`src/rtl/ddc_pkg.sv`:
```
// Types shared along the DDC output path: the dB sample type used by the datapath,
// this averager and the UART framer, plus the averager's output-register states.
package ddc_pkg;

  localparam int DB_W = 16;

  typedef logic signed [DB_W-1:0] db_t;

  typedef enum logic {
    ST_EMPTY = 1'b0,
    ST_FULL  = 1'b1
  } out_state_t;

endpackage

```
`src/rtl/db_win_accum.sv`:
```
// Window accumulator: sums 2^LOG2_WIN dB samples and pulses done with the floor mean.
// Peak tracking is built only when DB_WIN_AVG_PEAK_EN is defined.
module db_win_accum
  import ddc_pkg::*;
#(
  parameter int DATA_W   = DB_W,
  parameter int LOG2_WIN = 10
) (
  input  logic                     clk,
  input  logic                     rst,
  input  logic                     en_i,
  input  logic signed [DATA_W-1:0] data_i,
  input  logic                     valid_i,
  output logic                     done_o,
  output logic signed [DATA_W-1:0] mean_o,
  output logic signed [DATA_W-1:0] peak_o
);

  localparam int ACC_W = DATA_W + LOG2_WIN;

  // Arithmetic shift floors toward -inf; the quotient of a sum of 2^LOG2_WIN
  // in-range samples always fits back into DATA_W, so truncation is lossless.
  function automatic logic signed [DATA_W-1:0] win_mean(input logic signed [ACC_W-1:0] sum);
    return DATA_W'(sum >>> LOG2_WIN);
  endfunction

  logic signed [ACC_W-1:0]  acc_p0;
  logic signed [ACC_W-1:0]  acc_sum;
  logic [LOG2_WIN-1:0]      cnt_p0;
  logic                     take;
  logic                     last;

  assign take    = valid_i && en_i;
  assign last    = take && (cnt_p0 == {LOG2_WIN{1'b1}});
  assign acc_sum = acc_p0 + $signed({{LOG2_WIN{data_i[DATA_W-1]}}, data_i});

  assign done_o = last;
  assign mean_o = win_mean(acc_sum);

  // p0: running sum and sample count; the completing sample restarts the window
  always_ff @(posedge clk) begin
    if (rst || !en_i) begin
      acc_p0 <= '0;
      cnt_p0 <= '0;
    end else if (take) begin
      if (last) begin
        acc_p0 <= '0;
        cnt_p0 <= '0;
      end else begin
        acc_p0 <= acc_sum;
        cnt_p0 <= cnt_p0 + 1'b1;
      end
    end
  end

`ifdef DB_WIN_AVG_PEAK_EN
  logic signed [DATA_W-1:0] peak_p0;
  logic signed [DATA_W-1:0] peak_nxt;

  // The first sample of a window seeds the max regardless of the stale tracker.
  always_comb begin
    peak_nxt = data_i;
    if ((cnt_p0 != '0) && (peak_p0 > data_i)) peak_nxt = peak_p0;
  end

  always_ff @(posedge clk) begin
    if (rst || !en_i) begin
      peak_p0 <= '0;
    end else if (take) begin
      peak_p0 <= last ? '0 : peak_nxt;
    end
  end

  assign peak_o = peak_nxt;
`else
  assign peak_o = '0;
`endif

endmodule

```
`src/rtl/db_window_avg.sv`:
```
// Windowed dB averager with a single-entry valid/ready output register and sticky overrun.
// Optional peak output enabled by defining DB_WIN_AVG_PEAK_EN.
module db_window_avg
  import ddc_pkg::*;
#(
  parameter int DATA_W   = DB_W,
  parameter int LOG2_WIN = 10
) (
  input  logic                     clk,
  input  logic                     rst,
  input  logic                     en_i,
  input  logic signed [DATA_W-1:0] data_i,
  input  logic                     valid_i,
  output logic signed [DATA_W-1:0] data_o,
  output logic                     valid_o,
  input  logic                     ready_i,
  output logic signed [DATA_W-1:0] peak_o,
  output logic                     overrun_o
);

  logic                     done;
  logic signed [DATA_W-1:0] mean;
  logic signed [DATA_W-1:0] peak;

  db_win_accum #(
    .DATA_W   (DATA_W),
    .LOG2_WIN (LOG2_WIN)
  ) u_accum (
    .clk     (clk),
    .rst     (rst),
    .en_i    (en_i),
    .data_i  (data_i),
    .valid_i (valid_i),
    .done_o  (done),
    .mean_o  (mean),
    .peak_o  (peak)
  );

  out_state_t               state_p1;
  out_state_t               state_nxt;
  logic signed [DATA_W-1:0] data_p1;
  logic signed [DATA_W-1:0] peak_p1;
  logic                     ovr_p1;
  logic                     load;
  logic                     ovr_set;

  // A completion coinciding with a transfer refills the register with no bubble.
  always_comb begin
    state_nxt = state_p1;
    load      = 1'b0;
    ovr_set   = 1'b0;
    case (state_p1)
      ST_EMPTY: begin
        if (done) begin
          state_nxt = ST_FULL;
          load      = 1'b1;
        end
      end
      ST_FULL: begin
        if (ready_i) begin
          load      = done;
          state_nxt = done ? ST_FULL : ST_EMPTY;
        end else if (done) begin
          ovr_set = 1'b1;
        end
      end
      default: state_nxt = ST_EMPTY;
    endcase
  end

  // p1: output register, one stage after the completing sample
  always_ff @(posedge clk) begin
    if (rst) begin
      state_p1 <= ST_EMPTY;
      data_p1  <= '0;
      peak_p1  <= '0;
      ovr_p1   <= 1'b0;
    end else begin
      state_p1 <= state_nxt;
      if (load) begin
        data_p1 <= mean;
        peak_p1 <= peak;
      end
      if (ovr_set) ovr_p1 <= 1'b1;
    end
  end

  assign valid_o   = (state_p1 == ST_FULL);
  assign data_o    = data_p1;
  assign peak_o    = peak_p1;
  assign overrun_o = ovr_p1;

endmodule

```
`config.mk`:
```
export PLATFORM = sky130hd
export DESIGN_NAME = db_window_avg
export DESIGN_NICKNAME = d
export VERILOG_FILES = /design/src/rtl/ddc_pkg.sv /design/src/rtl/db_win_accum.sv /design/src/rtl/db_window_avg.sv
export SDC_FILE = /design/constraint.sdc
export NUM_CORES = 1
export LEC_CHECK = 0
export ABC_AREA = 0
export CAP_MARGIN = 10
export CORE_UTILIZATION = 41
export DETAILED_ROUTE_END_ITERATION = 8
export DONT_BUFFER_PORTS = 1
export SLEW_MARGIN = 20
export SYNTH_ARGS = -nofsm -noshare
export SYNTH_HDL_FRONTEND = slang
export SYNTH_SLANG_ARGS = --single-unit
```
`constraint.sdc`:
```
create_clock -name clk -period 3.5 [get_ports clk]
set_clock_uncertainty 0.15 [all_clocks]
set_input_delay 0.525 -clock clk [delete_from_list [all_inputs] [get_ports clk]]
set_output_delay 0.525 -clock clk [all_outputs]
set_load 0.03 [all_outputs]
```
==> impl_results.md, run 1 <==
- Max_cap viols: 0
- Core area: 0.008217 mm^2
- Setup CP Type: flop to flop
- Cell leakage power: 1.403 nW
- Worst Hold Endpoint: data_o[13]$_SDFFE_PP0P_
- Final Critical Period: 2743 ps
- Sequential share of the synthesized area: 0.3115
- Clock Sinks: 54
- Reg clk slew, reported paths: 100 ps
- XOR/XNOR share of the synthesized area: 0.06561
- Die width: 94.01 um
- Global route overflow: 0
- H-tree depth: 2
- Post-DP HPWL: 5595 um
- Clk root buf: clkbuf_8
- CTS tree: built
- CP startpoint: u_accum.acc_p0[0]$_SDFFE_PP0P_
- Commonest cells in the netlist: dfxtp_1 (54), nand2_1 (48), a21oi_1 (46)
- DRC Markers: 0
- Routed WL: 7694 um
- FF-to-FF End: u_accum.acc_p0[22]$_SDFFE_PP0P_
- Critical path buffers and inverters: 0
- RSZ-0062 raised after global routing: no
- Final #Nets: 458
- Fmax: 364.6 MHz
- Synth Area in Adders: 0.09950
- Syn avg cell area: 8.343 um^2
- Die height: 94.01 um
- # IOs: 55
- N_diodes: 0
- PnR worst setup slack: 757.5 ps
- Cell family with most CP delay: compound AO/OA/AOI/OAI gates
- Fill count: 837
- # resized after CTS: 0
- Drt pass-1 iters: 4
- Share of cells above drive strength 1: 0.07786
- Final period util: 0.7836
- Fin Setup TNS: 0 ps
- Ys async rst share: 0
- Routed Antenna Nets: 0
- Mapped Cells: 416
- Via-per-instance ratio: 5.446
- Total GRT Usage: 0.1841
- Slowest cell delay on critical path: 410 ps
- CTS Buf Count: 5
- R2R setup slack: 760 ps
- Compound-gate portion of the synthesized area: 0.2397
- Register Area: 0.001081 mm^2
- Count of input and output buffers: 0
- Post-Synth Simple-Gate Area: 0.2116
- Number of max-slew violations in the final report: 0
- Yosys warns: 0
- Pre-CTS setup slack: 523.0 ps
- Hold Path Origin: rst
- Largest net degree at the start of global routing: 26
- Area grow syn2layout: 3.641%
- Starting DRC count in detailed routing: 136
- Largest family of logic cells by synthesized area: compound AO/OA/AOI/OAI gates
- Max FO, Critical Path: 5
- Post-CTS setup buffer count: 0
- Final Hold Fails: 0
- Via count: 2810
- Critical path's slowest cell: fa_1
- Count leader, synth: dfxtp_1
- Crit end category: flop
- Synth Flop Type: dfxtp_1
- PwrDens: 331.5 mW/mm^2
- Clock buffer depth: 2
- Slew @ Worst Pin: 817.2 ps
- Reg2Reg Launch Point: u_accum.acc_p0[0]$_SDFFE_PP0P_
- Vias in the first global route: 2696
- RD Place Congestion: 0.8113
- Die ar.: 0.008837 mm^2
- EDFF count, synth: 0
- Cells along the critical path: ha_1, fa_1, a21oi_1, o21ai_1, a22oi_2, a21oi_4, a221oi_4, o21ai_2, xor2_1, a22o_1
- VDD IR max: 0.1390 mV
- Yosys reg bits: 54
- Average wire per standard cell: 14.91 um
- Initial antenna violation count: 0
- Post-synthesis mux area share: 0.009012
- Starting Density: 0.4224
- Synth top area cells: dfxtp_1 (31%), ha_1 (9.4%), a21oi_1 (6.6%)
- Hold path depth: 1
- Status: completed
- Tightest Hold Check Type: input port to flop
- First-pass GRT wire length: 12790 um
- Distinct cell type count after synthesis: 61
- Worst-skew pair later-pin latency: 310 ps
- FP Rows: 33
- Setup crit start kind: flop
- Final setup viols: 0
- Cell depth of the worst flop-to-flop path: 10
- Cts hold-fix bufs: 0
- Post-synth top area cell: dfxtp_1
- Syn Std Cell Area: 0.003471 mm^2
- Relative slew margins: 0.4532
- Post-synth top area share: 0.3115
- Final Core Density: 0.4378
- Footprint of the multi-input gates: 0.002233 mm^2
- CP required: 3560 ps
- Crit path DAT: 2800 ps
worst reg2reg max path, delay by kind of cell (launching register included):
family          cells  cell delay (ps)
fa+ha+maj           2              630
xor+xnor            1              160
compound gates      7             1380
flops               1              330
cell usage in the layout (no fill, tap or decap), drive strengths merged, types with 4 or more instances in the layout:
cell    netlist  routed
dfxtp        54      54
a21oi        50      50
nand2        49      49
nor2         37      37
ha           26      26
conb          1      16
xnor2        15      15
nand3        14      14
a22oi        12      12
a21o         11      11
xor2         11      11
o21ai        11      11
inv           7       7
a22o          7       7
nand2b        6       6
clkbuf       10       6
nor3          6       6
nand4         5       5
a211oi        5       5
nor2b         5       5
nand3b        5       5
a211o         4       4
buf          22       4
or3           4       4
stage by stage:
| step | hold slack (ps) | cell area, um^2 | total power [W] | std cells |
|---|---|---|---|---|
| 2_1_floorplan | 285.6 | 3527 | 0.0008216 | 431 |
| 3_3_place_gp | 294.7 | 3500 | 0.0008331 | 508 |
| 3_5_place_dp | 302.8 | 3500 | 0.0008351 | 508 |
| 4_1_cts | 111.8 | 3595 | 0.001208 | 516 |
| 5_1_grt | 98.68 | 3597 | 0.001247 | 516 |
| 6_report | 123.3 | 3597 | 0.001192 | 516 |
worst max-delay path by stage:
stage                                      end  depth (start not counted)  slack [ps]
5_1_grt                data_o[14]$_SDFFE_PP0P_                          9         570
3_5_place_dp   u_accum.acc_p0[22]$_SDFFE_PP0P_                         10         520
2_1_floorplan  u_accum.acc_p0[22]$_SDFFE_PP0P_                          9         760
3_3_place_gp   u_accum.acc_p0[22]$_SDFFE_PP0P_                         10         570
6_report       u_accum.acc_p0[22]$_SDFFE_PP0P_                         10         760
4_1_cts        u_accum.acc_p0[22]$_SDFFE_PP0P_                         10         730
flip-flops by register name (all words and copies together) (netlist names):
name            flops
data_o             16
overrun_o           1
u_accum.acc_p0     26
u_accum.cnt_p0     10
valid_o             1
cell families after synthesis:
group / count (synthesis)
DFF: 54
and+or+nand+nor: 148
AOI/OAI and AO/OA: 118
muxes: 3
buffers and inverters: 39
xor gates and xnor gates: 26
adders and majority gates: 27
other: 1
metal layers:
metal / global-route usage / vias to the layer above / share of wire
li1: - / 1452 / -
met1: 0.2289 / 1311 / 0.49
met2: 0.3206 / 43 / 0.47
met3: 0.03964 / 4 / 0.036
met4: 0.04615 / 0 / 0.0069
met5: 0 / - / 0
report_power, final:
| group | switching [W] | internal (W) |
|---|---|---|
| Clock | 0.000211 | 0.000160 |
| Combinational | 0.000125 | 0.0000693 |
| Sequential | 0.00000502 | 0.000623 |
cell type report:
type                            count  area share
Clock buffer                        6     0.02296
Clock inverter                      2    0.003478
Inverter                            7    0.007304
Multi-Input combinational cell    338      0.6209
Sequential cell                    54      0.3005
Tap cell                          105     0.03652
Timing Repair Buffer                4    0.008348
(Power assumes the default switching activity.)
==> run 2: changes to the inputs <==
Clock period 3.5 ns to 2.4 ns, I/O delays scaled along.
==> impl_results.md, run 2 (synthesis results as in run 1) <==
- Clock Sinks: 54 (unchanged)
- Pre-CTS setup slack: -192.2 ps (-715.2 ps)
- DRC Markers: 0 (unchanged)
- Vias in the first global route: 3043 (+13%)
- Cell leakage power: 1.706 nW (+22%)
- Worst-skew pair later-pin latency: 310 ps (about the same)
- Total GRT Usage: 0.2079 (+0.02384)
- PnR worst setup slack: -82.39 ps (-839.8 ps)
- Clk root buf: clkbuf_8
- Starting DRC count in detailed routing: 86 (-37%)
- Sw Ratio: 0.2998 (+0.01388)
- Core area: 0.008217 mm^2 (unchanged)
- Violated checks: setup timing
- Psw: 0.0005643 W (+66%)
- Cells along the critical path: ha_4, buf_4, nand2_1, o21ai_4, a22oi_2, a21oi_4, a21o_1, a21oi_2, or4_1, nand3_1
- Final Core Density: 0.5372 (+0.09944)
- Crit path DAT: 2590 ps (-210 ps)
- H-tree depth: 2 (unchanged)
- Largest net degree at the start of global routing: 22 (-15%)
- Die ar.: 0.008837 mm^2 (unchanged)
- # IOs: 55 (unchanged)
- Status: finished with violations
- Slowest cell delay on critical path: 480 ps (+70 ps)
- Via count: 3135 (+12%)
- Crit end category: flop
- Final period util: 1.034 (+0.2507)
- Internal cell power: 0.001318 W (+55%)
- CTS Buf Count: 5 (unchanged)
- Max FO, Critical Path: 4 (-1)
- Die width: 94.01 um (unchanged)
- Reg clk slew, reported paths: 100 ps (about the same)
- Global route overflow: 0 (unchanged)
- CP required: 2510 ps (-1050 ps)
- Most frequent cells in the layout: nand2_1 (48), dfxtp_1 (47), buf_4 (47)
- Tightest Hold Check Type: input port to flop
- Area grow syn2layout: 27.18%
- Max_cap viols: 0 (unchanged)
- Number of max-slew violations in the final report: 0 (unchanged)
- FP Rows: 33 (unchanged)
- Max reg flops: 26 (unchanged)
- Biggest register: u_accum.acc_p0
- Critical path's slowest cell: or4_1
- Setup CP Type: flop to flop
- Final Critical Period: 2482 ps (-260.2 ps)
- Final #Nets: 507 (+11%)
- Average wire per standard cell: 16.01 um (+7.4%)
- Final Hold Fails: 0 (unchanged)
- First-pass GRT wire length: 14390 um (+13%)
- Sequential power share: 0.488 (-0.038)
- Initial antenna violation count: 0 (unchanged)
- Routed Antenna Nets: 0 (unchanged)
- Critical path buffers and inverters: 1 (+1)
- Hold Worst Slack: 89.22 ps (-34.09 ps)
- Count of input and output buffers: 0 (unchanged)
- Starting Density: 0.4224 (unchanged)
- Final setup viols: 12 (+12)
- Die height: 94.01 um (unchanged)
- Share of cells above drive strength 1: 0.2848 (+0.2069)
- Post-DP HPWL: 6266 um (+12%)
- Relative slew margins: 0.5120 (+0.05880)
- RD Place Congestion: 0.8118 (about the same)
- Slew @ Worst Pin: 729.6 ps (-87.59 ps)
- Setup crit start kind: flop
- N_diodes: 0 (unchanged)
- Clock buffer depth: 2 (unchanged)
- Routed WL: 9048 um (+18%)
- CTS tree: built
- Fmax: 402.8 MHz (+10%)
- VDD IR max: 0.1912 mV (+38%)
- Cell family with most CP delay: compound AO/OA/AOI/OAI gates
- PwrDens: 426.5 mW/mm^2 (+29%)
- Via-per-instance ratio: 5.549 (+1.9%)
- Clock Power Share: 0.295 (-0.016)
- Comb power frac: 0.218 (+0.055)
- Drt pass-1 iters: 4 (unchanged)
- RSZ-0062 raised after global routing: yes
- Leading cell type in the layout, fill and taps excluded: nand2_1
- Fill count: 764 (-8.7%)
## run 2: changes by cell type in the layout (fill, tap and decap cells not counted), sizes merged
| cell | change |
|---|---|
| dlygate4sd3 | +1 |
| buf | +48 |
## run 2: routing by layer
| metal | up-vias | global-route usage | wire length [um] |
|---|---|---|---|
| met1 | 1527 | 0.2488 | 4067 |
| met5 | - | 0 | 0 |
| met3 | 13 | 0.03803 | 244 |
| met2 | 51 | 0.3723 | 4581 |
| li1 | 1544 | - | - |
| met4 | 0 | 0.06667 | 153 |
## run 2: cell type report
class                   instances  area, um^2  area share
multi-input cells             338        2641      0.5984
flip-flops and latches         54        1092      0.2474
repair buffers                 53       427.9     0.09694
well taps                     105       131.4     0.02976
clock buffers                   6       82.58     0.01871
inverters                       7       26.28    0.005952
clock inverters                 2       12.51    0.002834
## run 2: power by group through the flow
stage          registers, W  logic (W)  clock network [W]
2_1_floorplan      0.000935   0.000275                  0
3_3_place_gp       0.000937   0.000330                  0
3_5_place_dp       0.000937   0.000335                  0
4_1_cts            0.000918   0.000371           0.000565
5_1_grt            0.000919   0.000445           0.000605
6_report           0.000918   0.000410           0.000555
## run 2: metrics by stage
stage	setup TNS, ps	power [W]	std cells	area, um^2
floorplan	-38.98	0.001211	431	3627
global placement	-933.5	0.001267	544	3882
detailed placement	-1651	0.001272	544	3882
CTS	-296.9	0.001854	559	4170
global route	-2007	0.001969	565	4414
finish	-524.7	0.001883	565	4414
## run 2: final timing paths
| check | slack [ps] | depth (start not counted) | start | endpoint |
|---|---|---|---|---|
| worst min-delay path | 90 | 2 | rst | data_o[10]$_SDFFE_PP0P_ |
| worst max-delay path | -80 | 10 | u_accum.acc_p0[10]$_SDFFE_PP0P_ | data_o[10]$_SDFFE_PP0P_ |
| worst max register to register | -80 | 10 | u_accum.acc_p0[10]$_SDFFE_PP0P_ | data_o[10]$_SDFFE_PP0P_ |
| worst min register to register | 320 | 2 | u_accum.acc_p0[7]$_SDFFE_PP0P_ | u_accum.acc_p0[7]$_SDFFE_PP0P_ |
## run 2: what timing repair did
item,4_1_cts,5_1_grt
setup endpoints to repair,17,25
endpoints found under the hold margin,15,0
resized for setup,24,37
buffers inserted,6,8
hold buffers,1,0
pin swaps,19,46
## run 2: worst reg2reg max path, cell delays in order (launching register included)
cell and delay [ps]:
dfxtp_1 350, ha_4 290, buf_4 130, nand2_1 90, o21ai_4 200, a22oi_2 140, a21oi_4 260, a21o_1 170
a21oi_2 70, or4_1 480, nand3_1 100
==> edit 1, RTL diff (settings of run 2) <==
`LOG2_WIN` is set to 10 in 2 places; all go to 11.
--- a/src/rtl/db_win_accum.sv
+++ b/src/rtl/db_win_accum.sv
@@ -4,7 +4,7 @@
   import ddc_pkg::*;
 #(
   parameter int DATA_W   = DB_W,
-  parameter int LOG2_WIN = 10
+  parameter int LOG2_WIN = 11
 ) (
   input  logic                     clk,
   input  logic                     rst,
--- a/src/rtl/db_window_avg.sv
+++ b/src/rtl/db_window_avg.sv
@@ -4,7 +4,7 @@
   import ddc_pkg::*;
 #(
   parameter int DATA_W   = DB_W,
-  parameter int LOG2_WIN = 10
+  parameter int LOG2_WIN = 11
 ) (
   input  logic                     clk,
   input  logic                     rst,
Behaviour: no difference found for any inputs over 10 cycles, from zero or initial values and one cycle with rst high; that may be too few to reach the edited logic, so the function may still have changed.
==> edit 1 against run 2 <==
- sequential share of layout area down 1.1 points
- largest power group unchanged
- cell area up 8.0%
- cell count up 9.4%
- critical path depth up 2
- critical endpoint is now data_o[13]$_SDFFE_PP0P_
- power up 6.8%
- routed wire length up 9.5%
- highest routed layer unchanged
- utilization up 3.7 points
- first-iteration DRC count up 41%
- sequential cell count up 2
- area after synthesis up 2.5%
- worst setup slack worse by 170 ps
- worst hold slack worse by 24 ps
- the flow still finishes with violations (setup timing)
==> edit 1: results (changes against run 2) <==
- Outcome: finished, violations left (unchanged)
- Failing checks: setup timing (unchanged)
- Layout cells sized above 1: 31.2% (was 28.5%)
- Iter 0 DRT Violations: 121 (was 86)
- CP max stage cell: o41ai_4 (was or4_1)
- Max FO, Critical Path: 3 (was 4)
- Worst slew margin: 63.8% (was 51.2%)
- Setup violators final: 21 (was 12)
- GRT Util Overall: 22.3% (was 20.8%)
- RD Place Congestion: 0.942 (was 0.812)
- Filler Cell Count: 733 (was 764)
- Leakage: 1.98 nW (was 1.71 nW)
- Crit path DAT: 2700 ps (was 2590 ps)
- Vias in the first global route: 3263 (was 3043)
- Final net count: 561 (was 507)
- Fin worst setup slack: -249 ps (was -82.4 ps)
- Largest net degree at the start of global routing: 20 (was 22)
- Post-synth top cells: dfxtp_1, nand2_1, nor2_1 (was dfxtp_1, nand2_1, a21oi_1)
- Reg2reg start: u_accum.acc_p0[0]$_SDFFE_PP0P_ (was u_accum.acc_p0[10]$_SDFFE_PP0P_)
- Netlist cell types: 64 (was 61)
- Max FFs per register: 27 (was 26)
- Worst stage delay on the critical path: 410 ps (was 480 ps)
- Wirelength per Cell: 16.0 um (about the same)
- Top_reg_cell synth: dfxtp_1 (unchanged)
- VDD IR max: 246 uV (was 191 uV)
- Int Pwr: 1.38 mW (was 1.32 mW)
- Synth top area cells: dfxtp_1, ha_1, a21oi_1 (unchanged)
- Clk_lat worst skew: 320 ps
- Post-synth ARST share: 0% (unchanged)
- Proportion of synthesized chip area in sequential cells: 31.5% (was 31.1%)
- Post-Place Setup Slack: -336 ps (was -192 ps)
- Via-to-Cell Ratio: 5.48 (was 5.55)
- Hpwl dp: 7020 um (was 6270 um)
edit 1: changes by cell type after synthesis, moves of 3 or more:
cell     delta
a22o_1      -5
a21oi_1     -7
and3_1      +4
nand3_1     -5
nor2b_1     +3
o21ai_0    +20
nor2_1      +8
nor4_1      +5
a211o_1     -3
a22oi_1     -4
edit 1: kinds of logic (layout without fill, tap and decap cells):
group                      count (synthesis)  in the layout  share of synthesized area [%]
adders and majority gates                 28             28                           10.1
and+or+nand+nor                          160            160                           21.7
DFF                                       56             56                           31.5
buffers and inverters                     40            101                           6.05
other                                      1             16                          0.105
muxes                                      3              3                          0.984
AOI/OAI and AO/OA                        120            120                           22.5
xor gates and xnor gates                  29             29                           7.14
edit 1: area by class of cell:
class                      instances  share of cell area, %
timing repair buffer              86                   14.3
sequential                        56                   23.7
clock inverter                     3                  0.446
tap                              105                   2.76
multi-input combinational        356                   56.9
clock buffer                       5                   1.44
inverter                           7                  0.551
edit 1: worst paths after layout:
| check | cells past startpoint | slack (ps) | to |
|---|---|---|---|
| setup / recovery | 12 | -250 | data_o[13]$_SDFFE_PP0P_ |
| hold / removal | 2 | 60 | data_o[11]$_SDFFE_PP0P_ |
| setup reg to reg | 12 | -250 | data_o[13]$_SDFFE_PP0P_ |
| hold reg to reg | 2 | 310 | u_accum.acc_p0[24]$_SDFFE_PP0P_ |
edit 1: repair_timing:
item | 4_1_cts | 5_1_grt
gates resized for setup | 33 | 39
buffers inserted | 14 | 8
hold buffers | 1 | 0
endpoints found under the hold margin | 12 | 0
setup endpoints to repair | 27 | 31
pin swaps | 34 | 34
edit 1: stage by stage:
stage                     hold slack (ps)  instances  setup TNS [ps]  instance area [um2]  power [mW]
after floorplan                       279        452            -611                 3710        1.28
after global placement                282        591           -3850                 4170        1.38
after detailed placement              283        591           -4940                 4170        1.39
after CTS                            56.7        612           -1370                 4520        1.99
after global routing                 56.8        618           -5160                 4770        2.10
final                                64.9        618           -2320                 4770        2.01
edit 1: layer usage:
| layer | global-route usage (%) | part of all wire, % |
|---|---|---|
| met5 | 0 | 0 |
| met4 | 9.60 | 3.2 |
| met3 | 3.83 | 3.1 |
| met2 | 40.8 | 52 |
| met1 | 25.1 | 42 |
edit 1: power groups by stage:
| stage | clock network (mW) | registers, mW | logic, mW |
|---|---|---|---|
| 2_1_floorplan | 0 | 0.984 | 0.293 |
| 3_3_place_gp | 0 | 0.987 | 0.395 |
| 3_5_place_dp | 0 | 0.988 | 0.401 |
| 4_1_cts | 0.575 | 0.967 | 0.447 |
| 5_1_grt | 0.602 | 0.971 | 0.533 |
| 6_report | 0.554 | 0.968 | 0.489 |
==> edit 2, RTL diff (settings of run 2) <==
Without the edit above. Register the output `overrun_o` once more, without a reset; this adds one clock of latency there. The other outputs are not delayed to match.
--- a/src/rtl/db_window_avg.sv
+++ b/src/rtl/db_window_avg.sv
@@ -88,7 +88,9 @@
   assign valid_o   = (state_p1 == ST_FULL);
   assign data_o    = data_p1;
   assign peak_o    = peak_p1;
-  assign overrun_o = ovr_p1;
+  always_ff @(posedge clk) begin
+    overrun_o <= ovr_p1;
+  end
 
 endmodule
 
Formal check against the unedited RTL: no difference found for any inputs over 10 cycles, from zero or initial values and one cycle with rst high; that may be too few to reach the edited logic, so the function may still have changed.
==> edit 2 against run 2 <==
- the flow still finishes with violations (setup timing)
- global-route usage shrank 1.0 points
- power shrank 0.21%
- sequential cell count grew 1
- worst setup slack gained 24 ps
- combinational power shrank 8.5%
- cell area shrank 3.8%
- routed wire length shrank 6.5%
- area after synthesis grew 0.58%
- critical path type unchanged
- largest power group unchanged
- highest routed layer unchanged
==> edit 2: results (changes against run 2) <==
- Outcome: finished, violations left (unchanged)
- Failing checks: setup timing (unchanged)
- Post-cts resize count: 7 (was 24)
- Detailed Route WL: 8460 um (was 9050 um)
- Fin Setup TNS: -245 ps (was -525 ps)
- Leakage: 1.67 nW (was 1.71 nW)
- Filler Cell Count: 777 (was 764)
- Final net count: 505 (was 507)
- Largest net degree at the start of global routing: 26 (was 22)
- Placed cells: 549 (was 544)
- Setup Fix Bufs, Post-CTS: 2 (was 6)
- M3 GR Usage: 3.48% (was 3.80%)
- Crit path DAT: 2510 ps (was 2590 ps)
- Fin worst setup slack: -58.4 ps (was -82.4 ps)
- Post-synth top cells: dfxtp_1, nand2_1, a21oi_1 (unchanged)
- Iter 0 DRT Violations: 96 (was 86)
- Setup violators final: 8 (was 12)
- Detail Route met3 WL: 286 um (was 244 um)
- First-pass GRT wire length: 13900 um (was 14400 um)
- Synth top area cells: dfxtp_1, ha_1, a21oi_1 (unchanged)
- Least-Margin Pin Slew: 762 ps (was 730 ps)
- Worst stage delay on the critical path: 400 ps (was 480 ps)
- CP max stage cell: a2111oi_4 (was or4_1)
- Reg-to-reg endpoint: u_accum.acc_p0[19]$_SDFFE_PP0P_ (was data_o[10]$_SDFFE_PP0P_)
- GR Util met1: 26.0% (was 24.9%)
- Proportion of synthesized chip area in sequential cells: 31.5% (was 31.1%)
- Vias in the first global route: 2910 (was 3043)
- Hpwl dp: 6050 um (was 6270 um)
- Post-Place Setup Slack: -208 ps (was -192 ps)
- Vias: 3073 (was 3135)
## edit 2: cell families after synthesis
kind of cell	after synthesis	synth area share, %
flip-flops	55	31.5
AND/OR/NAND/NOR	148	21.0
buffers and inverters	39	6.16
multiplexers	3	0.896
AO/OA/AOI/OAI	118	23.8
adder cells (fa/ha/maj)	27	9.89
other	1	0.107
XOR/XNOR	26	6.52
## edit 2: layout make-up
type,instances,share of cell area (%)
Clock buffer,8,2.36
Inverter,7,0.619
Multi-Input combinational cell,338,58.7
Sequential cell,55,26.0
Tap cell,105,3.09
Timing Repair Buffer,50,9.20
## edit 2: worst max path at each step
stage / start / to / slack [ps]
floorplan: data_i[0] / u_accum.acc_p0[22]$_SDFFE_PP0P_ / -40
global placement: data_i[0] / u_accum.acc_p0[22]$_SDFFE_PP0P_ / -150
detailed placement: data_i[0] / u_accum.acc_p0[22]$_SDFFE_PP0P_ / -210
CTS: u_accum.acc_p0[0]$_SDFFE_PP0P_ / u_accum.acc_p0[22]$_SDFFE_PP0P_ / -110
global route: u_accum.acc_p0[0]$_SDFFE_PP0P_ / u_accum.acc_p0[22]$_SDFFE_PP0P_ / -170
finish: u_accum.acc_p0[4]$_SDFFE_PP0P_ / u_accum.acc_p0[19]$_SDFFE_PP0P_ / -60
## edit 2: where the power goes
| group | switching [mW] | internal (mW) | total [mW] | leakage (nW) |
|---|---|---|---|---|
| Sequential | 0.00940 | 0.925 | 0.934 | 0.446 |
| Clock | 0.304 | 0.265 | 0.569 | 0.0515 |
| Combinational | 0.216 | 0.160 | 0.375 | 1.17 |
| Total | 0.530 | 1.35 | 1.88 | 1.67 |
